===== src/rtl/lsu_pkg.sv =====
// Shared types, func3 size codes and access legality check for the load/store unit.
package lsu_pkg;

    localparam logic [2:0] F3_B  = 3'b000;
    localparam logic [2:0] F3_H  = 3'b001;
    localparam logic [2:0] F3_W  = 3'b010;
    localparam logic [2:0] F3_BU = 3'b100;
    localparam logic [2:0] F3_HU = 3'b101;

    typedef enum logic [1:0] {
        LSU_IDLE,
        LSU_REQ,
        LSU_RESP,
        LSU_DONE
    } lsu_state_t;

    // Misaligned halfword/word, unsigned stores and unknown codes are rejected.
    function automatic logic access_illegal(input logic [2:0] func3, input logic [1:0] offset,
                                            input logic is_store);
        logic bad;
        bad = 1'b0;
        case (func3)
            F3_B:    bad = 1'b0;
            F3_BU:   bad = is_store;
            F3_H:    bad = offset[0];
            F3_HU:   bad = is_store | offset[0];
            F3_W:    bad = (offset != 2'b00);
            default: bad = 1'b1;
        endcase
        return bad;
    endfunction

endpackage


===== src/rtl/lsu_if.sv =====
// Data-memory bus: request/response handshakes between the LSU (master) and memory (slave).
interface lsu_if #(
    parameter int unsigned ADDR_W = 32
) ();
    logic              bus_req_valid;
    logic              bus_req_ready;
    logic              bus_req_we;
    logic [ADDR_W-1:0] bus_req_addr;
    logic [31:0]       bus_req_wdata;
    logic [3:0]        bus_req_wstrb;
    logic              bus_resp_valid;
    logic              bus_resp_ready;
    logic [31:0]       bus_resp_rdata;
    logic              bus_resp_err;

    modport master (
        output bus_req_valid, bus_req_we, bus_req_addr, bus_req_wdata, bus_req_wstrb,
        output bus_resp_ready,
        input  bus_req_ready, bus_resp_valid, bus_resp_rdata, bus_resp_err
    );

    modport slave (
        input  bus_req_valid, bus_req_we, bus_req_addr, bus_req_wdata, bus_req_wstrb,
        input  bus_resp_ready,
        output bus_req_ready, bus_resp_valid, bus_resp_rdata, bus_resp_err
    );
endinterface


===== src/rtl/lsu_load_align.sv =====
// Load data extraction: shift the addressed lane down, then sign- or zero-extend by size.
module lsu_load_align
    import lsu_pkg::*;
(
    input  logic [31:0] word,
    input  logic [1:0]  offset,
    input  logic [2:0]  func3,
    output logic [31:0] rdata
);
    logic [31:0] shifted;

    assign shifted = word >> {offset, 3'b000};

    always_comb begin
        rdata = shifted;
        case (func3)
            F3_B:    rdata = {{24{shifted[7]}}, shifted[7:0]};
            F3_H:    rdata = {{16{shifted[15]}}, shifted[15:0]};
            F3_BU:   rdata = {24'h000000, shifted[7:0]};
            F3_HU:   rdata = {16'h0000, shifted[15:0]};
            default: rdata = shifted;
        endcase
    end
endmodule


===== src/rtl/lsu.sv =====
// Load/store unit: one data-memory bus transaction per request pulse, with lane steering,
// byte strobes, load extension and a one-cycle completion pulse.
module lsu
    import lsu_pkg::*;
#(
    parameter int unsigned ADDR_W = 32
) (
    input  logic              clk,
    input  logic              rst,
    input  logic              mem_read,
    input  logic              mem_write,
    input  logic [2:0]        func3,
    input  logic [ADDR_W-1:0] addr,
    input  logic [31:0]       wdata,
    output logic [31:0]       rdata,
    output logic              mem_rvalid,
    output logic              mem_finish,
    output logic              mem_err,
    lsu_if.master             bus
);
    lsu_state_t        state_q, state_d;
    logic [ADDR_W-1:0] addr_q, addr_d;
    logic [31:0]       wdata_q, wdata_d;
    logic [2:0]        func3_q, func3_d;
    logic              we_q, we_d;
    logic              err_q, err_d;
    logic [31:0]       rdata_q, rdata_d;
    logic [31:0]       load_word;
    logic [3:0]        strb;
    logic [31:0]       lane_data;

    lsu_load_align u_load_align (
        .word   (bus.bus_resp_rdata),
        .offset (addr_q[1:0]),
        .func3  (func3_q),
        .rdata  (load_word)
    );

    always_comb begin
        strb      = 4'b1111;
        lane_data = wdata_q;
        case (func3_q[1:0])
            2'b00: begin
                strb      = 4'b0001 << addr_q[1:0];
                lane_data = {4{wdata_q[7:0]}};
            end
            2'b01: begin
                strb      = 4'b0011 << {addr_q[1], 1'b0};
                lane_data = {2{wdata_q[15:0]}};
            end
            default: ;
        endcase
    end

    assign bus.bus_req_we    = we_q;
    assign bus.bus_req_addr  = {addr_q[ADDR_W-1:2], 2'b00};
    assign bus.bus_req_wdata = lane_data;
    assign bus.bus_req_wstrb = we_q ? strb : 4'b0000;
    assign rdata             = rdata_q;
    assign mem_err           = err_q;

    always_comb begin
        state_d            = state_q;
        addr_d             = addr_q;
        wdata_d            = wdata_q;
        func3_d            = func3_q;
        we_d               = we_q;
        err_d              = err_q;
        rdata_d            = rdata_q;
        bus.bus_req_valid  = 1'b0;
        bus.bus_resp_ready = 1'b0;
        mem_finish         = 1'b0;
        mem_rvalid         = 1'b0;
        unique case (state_q)
            LSU_IDLE: begin
                if (mem_read || mem_write) begin
                    addr_d  = addr;
                    wdata_d = wdata;
                    func3_d = func3;
                    we_d    = mem_write;
                    err_d   = (mem_read && mem_write) |
                              access_illegal(func3, addr[1:0], mem_write);
                    rdata_d = '0;
                    state_d = LSU_REQ;
                end
            end
            LSU_REQ: begin
                // A rejected access idles here silently so its finish lands two cycles out.
                if (err_q) begin
                    state_d = LSU_DONE;
                end else begin
                    bus.bus_req_valid = 1'b1;
                    if (bus.bus_req_ready) state_d = LSU_RESP;
                end
            end
            LSU_RESP: begin
                bus.bus_resp_ready = 1'b1;
                if (bus.bus_resp_valid) begin
                    err_d   = bus.bus_resp_err;
                    rdata_d = (bus.bus_resp_err || we_q) ? '0 : load_word;
                    state_d = LSU_DONE;
                end
            end
            LSU_DONE: begin
                mem_finish = 1'b1;
                mem_rvalid = !we_q && !err_q;
                state_d    = LSU_IDLE;
            end
            default: state_d = LSU_IDLE;
        endcase
    end

    always_ff @(posedge clk) begin
        if (rst) begin
            state_q <= LSU_IDLE;
            addr_q  <= '0;
            wdata_q <= '0;
            func3_q <= '0;
            we_q    <= 1'b0;
            err_q   <= 1'b0;
            rdata_q <= '0;
        end else begin
            state_q <= state_d;
            addr_q  <= addr_d;
            wdata_q <= wdata_d;
            func3_q <= func3_d;
            we_q    <= we_d;
            err_q   <= err_d;
            rdata_q <= rdata_d;
        end
    end
endmodule


===== src/flat_wrapper.sv =====
// flat-port wrapper written by rule: the top's interface ports become plain ports
module lsu_flat import lsu_pkg::*;
#(
    parameter int unsigned ADDR_W = 32
)
  (clk, rst, mem_read, mem_write, func3, addr, wdata, rdata, mem_rvalid, mem_finish, mem_err, bus_bus_req_valid, bus_bus_req_we, bus_bus_req_addr, bus_bus_req_wdata, bus_bus_req_wstrb, bus_bus_resp_ready, bus_bus_req_ready, bus_bus_resp_valid, bus_bus_resp_rdata, bus_bus_resp_err);
  lsu_if #(.ADDR_W(ADDR_W)) bus_i ();
  input  logic clk;
  input  logic rst;
  input  logic mem_read;
  input  logic mem_write;
  input  logic [2:0] func3;
  input  logic [ADDR_W-1:0] addr;
  input  logic [31:0] wdata;
  output logic [31:0] rdata;
  output logic mem_rvalid;
  output logic mem_finish;
  output logic mem_err;
  output wire logic [$bits(bus_i.bus_req_valid)-1:0] bus_bus_req_valid;
  output wire logic [$bits(bus_i.bus_req_we)-1:0] bus_bus_req_we;
  output wire logic [$bits(bus_i.bus_req_addr)-1:0] bus_bus_req_addr;
  output wire logic [$bits(bus_i.bus_req_wdata)-1:0] bus_bus_req_wdata;
  output wire logic [$bits(bus_i.bus_req_wstrb)-1:0] bus_bus_req_wstrb;
  output wire logic [$bits(bus_i.bus_resp_ready)-1:0] bus_bus_resp_ready;
  input wire logic [$bits(bus_i.bus_req_ready)-1:0] bus_bus_req_ready;
  input wire logic [$bits(bus_i.bus_resp_valid)-1:0] bus_bus_resp_valid;
  input wire logic [$bits(bus_i.bus_resp_rdata)-1:0] bus_bus_resp_rdata;
  input wire logic [$bits(bus_i.bus_resp_err)-1:0] bus_bus_resp_err;
  assign bus_bus_req_valid = bus_i.bus_req_valid;
  assign bus_bus_req_we = bus_i.bus_req_we;
  assign bus_bus_req_addr = bus_i.bus_req_addr;
  assign bus_bus_req_wdata = bus_i.bus_req_wdata;
  assign bus_bus_req_wstrb = bus_i.bus_req_wstrb;
  assign bus_bus_resp_ready = bus_i.bus_resp_ready;
  assign bus_i.bus_req_ready = bus_bus_req_ready;
  assign bus_i.bus_resp_valid = bus_bus_resp_valid;
  assign bus_i.bus_resp_rdata = bus_bus_resp_rdata;
  assign bus_i.bus_resp_err = bus_bus_resp_err;
  lsu #(.ADDR_W(ADDR_W)) u_core (.clk(clk), .rst(rst), .mem_read(mem_read), .mem_write(mem_write), .func3(func3), .addr(addr), .wdata(wdata), .rdata(rdata), .mem_rvalid(mem_rvalid), .mem_finish(mem_finish), .mem_err(mem_err), .bus(bus_i));
endmodule

===== config.mk =====
export PLATFORM = sky130hd
export DESIGN_NAME = lsu_flat
export DESIGN_NICKNAME = d
export VERILOG_FILES = /design/src/rtl/lsu_pkg.sv /design/src/rtl/lsu_if.sv /design/src/rtl/lsu_load_align.sv /design/src/rtl/lsu.sv /design/src/flat_wrapper.sv
export SDC_FILE = /design/constraint.sdc
export NUM_CORES = 1
export LEC_CHECK = 0
export ABC_AREA = 1
export CELL_PAD_IN_SITES_DETAIL_PLACEMENT = 1
export CELL_PAD_IN_SITES_GLOBAL_PLACEMENT = 1
export CORE_MARGIN = 2
export CORE_UTILIZATION = 32
export CTS_CLUSTER_SIZE = 10
export DETAILED_ROUTE_END_ITERATION = 12
export GPL_TIMING_DRIVEN = 0
export PLACE_DENSITY = 0.95
export SYNTH_ARGS = -nofsm -noshare
export SYNTH_HDL_FRONTEND = slang
export SYNTH_SLANG_ARGS = --single-unit

===== constraint.sdc =====
create_clock -name clk -period 2.5 [get_ports clk]
set_input_delay 0.375 -clock clk [delete_from_list [all_inputs] [get_ports clk]]
set_output_delay 0.375 -clock clk [all_outputs]
set_load 0.01 [all_outputs]

==> impl_metrics.ini <==
[outcome]
status = complete, no violations

[final_layout]
final_core_util = 0.4953
design_area_um2 = 7868
fillCellCount = 2070
final_nets = 1102
syn2layout_area_growth_pct = 51.12
num_antenna_cells = 0
drive_gt1_frac = 0.1174
final_cells = 1213

[floorplan]
die_h_um = 131.6
initial_core_util = 0.3277
fp.dieW_um = 131.6
rows = 46
die_area_um2 = 17310
ios = 212
core_area_um2 = 15890

[grt]
antenna_found_initial = 0
overflow = 0
first_global_vias = 5830
grt_pass1_wl_um = 31060
grt_use_total = 0.2255
grt_max_degree = 20

[synthesis]
synth-edff-count = 0
synth_seq_cells = 103
synth.area.top_cells = dfxtp_1 (40%), nand2_1 (22%), a21oi_1 (9.3%)
yosysUniqueCellTypes = 29
yosysMostFrequentCell = nand2_1
yosys_warnings = 0
syn_avg_cell_area_um2 = 6.718
synth_compound_area_frac = 0.1526
synth-xor-area-share = 0
async_flop_share = 0
yosysTopAreaCellShare = 0.3961
synth_mux_area_frac = 0
synth_common_cells = nand2_1 (306), dfxtp_1 (103), a21oi_1 (97), nor2_1 (45), buf_4 (41)
ys_seq_area_frac = 0.3961
synth-main-ff-cell = dfxtp_1
synth_largest_area_cell = dfxtp_1
synth-simple-area-share = 0.3187
syn-cell-area_um2 = 5206
synth_cells = 775
synth_top_family_by_area = simple AND/OR/NAND/NOR gates
synth-adder-area-share = 0.009613

[clock_network]
numCtsBuffers = 9
cts_max_level = 3
clock_sinks = 103
clk_latency_ns = 0.36
cts_max_path_buffers = 2
clk_pin_slew_ns = 0.07
cts_tree = built
clockRootBuffer = clkbuf_16

[placement]
dp.cells = 1200
io_buffers = 208
post-dp-hpwl_um = 15740
dpl_worst_slack_ns = 0.1444
place_congestion = 0.8960
post_dp_cell_area_um2 = 7562

[drt]
vias = 5730
via_per_inst = 4.724
drtIter0Drc = 216
wire_per_inst_um = 16.39
drcViolationCount = 0
first_pass_iters = 4
final_antenna_net_count = 0
finalWirelength_um = 19880

[sta]
setup_violations = 0
tightest_slew_ns = 0.7158
finClkSkew_ns = 0.01266
hold_viol = 0
slew_headroom = 0.5228
fmax_mhz = 411.2
finalSetupTns_ns = 0
period_needed_ns = 2.432
post-route-period-util = 0.9727
setup_slack_ns = 0.06821
drv_slew = 0
rsz0062_at_grt = no
holdWs_ns = 0.4249

[worst_setup_path]
arrival_ns = 2.06
end_kind = primary output
critPathMaxFanout = 10
cp.required_ns = 2.12
worstSetupPathType = reg2out
start_kind = flip-flop

[pwr]
power_mw = 7.791
p_leak_nw = 3.264
ir_drop_mv = 0.5295
p_per_area_nw_per_um2 = 990.3

[worst_hold_path]
hold_path_class = in2reg

[flow_run]
maxCapViolCount = 0
cells in the final DEF, fill, tap and decap left out, types with 2 or more instances in the layout:
cell,Yosys,layout
clkbuf_8,0,3
clkbuf_16,0,9
nand2_1,306,306
ha_1,4,4
dfxtp_1,103,101
nand2_2,11,11
nand3_1,33,33
a211oi_1,8,8
nand3_4,2,2
nand3_2,3,3
inv_4,2,2
conb_1,1,2
inv_1,24,23
clkdlybuf4s50_1,0,208
o21ai_0,25,25
clkbuf_1,22,19
o211ai_1,4,4
inv_6,0,2
dfxtp_2,0,2
clkinvlp_4,0,2
clkinv_1,2,2
nor2_1,45,45
a21oi_2,10,10
buf_2,22,21
a21oi_1,97,97
buf_4,41,42
layer usage:
layer | routed length (um) | share of wire | GRT usage
met4 | 451 | 0.023 | 0.07850
met5 | 0 | 0 | 0
met3 | 889 | 0.045 | 0.03781
met2 | 9526 | 0.48 | 0.3822
met1 | 9009 | 0.45 | 0.2893
state kept, by name (all words and copies together), names as in the netlist:
register,count
u_core.wdata_q,32
u_core.addr_q,32
u_core.func3_q,3
u_core.rdata,32
u_core.state_q,2
u_core.mem_err,1
u_core.bus.bus_req_we,1
layout make-up:
class	count	area, um2	area share
multi-input combinational	556	2511	0.3192
timing repair buffer	208	2082	0.2646
sequential	103	2064	0.2624
buffer	84	514.2	0.06536
tap	216	270.3	0.03435
clock buffer	12	266.5	0.03387
inverter	29	117.6	0.01495
clock inverter	4	33.78	0.004294
timing repair inverter	1	7.507	0.0009542
kinds of logic after synthesis:
logic type | after synthesis
buffers and inverters | 117
AO/OA/AOI/OAI | 145
adder cells (fa/ha/maj) | 4
AND/OR/NAND/NOR | 405
other | 1
flip-flops | 103
what timing repair did:
| action | in CTS | in global routing |
|---|---|---|
| cloned | 0 | 1 |
| resized for setup | 5 | 3 |
| setup endpoints to repair | 28 | 18 |
| pin swaps | 0 | 0 |
| hold buffers | 0 | 0 |
| setup buffers | 0 | 0 |
power breakdown:
part / switching, mW / internal [mW]
Combinational: 2.40 / 1.72
Clock: 0.674 / 0.772
Sequential: 0.249 / 1.98
Total: 3.33 / 4.47
worst max-delay path: stages, from the launching register on:
cell             delay (ns)
dfxtp_2                0.39
inv_1                  0.11
nand2_4                0.16
buf_2                  0.30
nand2_1                0.10
nand2_1                0.09
clkdlybuf4s50_1        0.56
path summary, 6_finish.rpt:
kind,startpoint,to,slack (ns),depth (start not counted)
worst max-delay path,u_core.func3_q[0]$_SDFFE_PP0P_,bus_bus_req_wdata[11],0.07,6
worst min register to register,u_core.addr_q[5]$_SDFFE_PP0P_,u_core.addr_q[5]$_SDFFE_PP0P_,0.47,2
worst min-delay path,rst,u_core.rdata[4]$_SDFFE_PP0P_,0.42,2
worst max register to register,u_core.state_q[0]$_SDFFE_PP0P_,u_core.rdata[3]$_SDFFE_PP0P_,0.58,9
(Power assumes the default switching activity.)
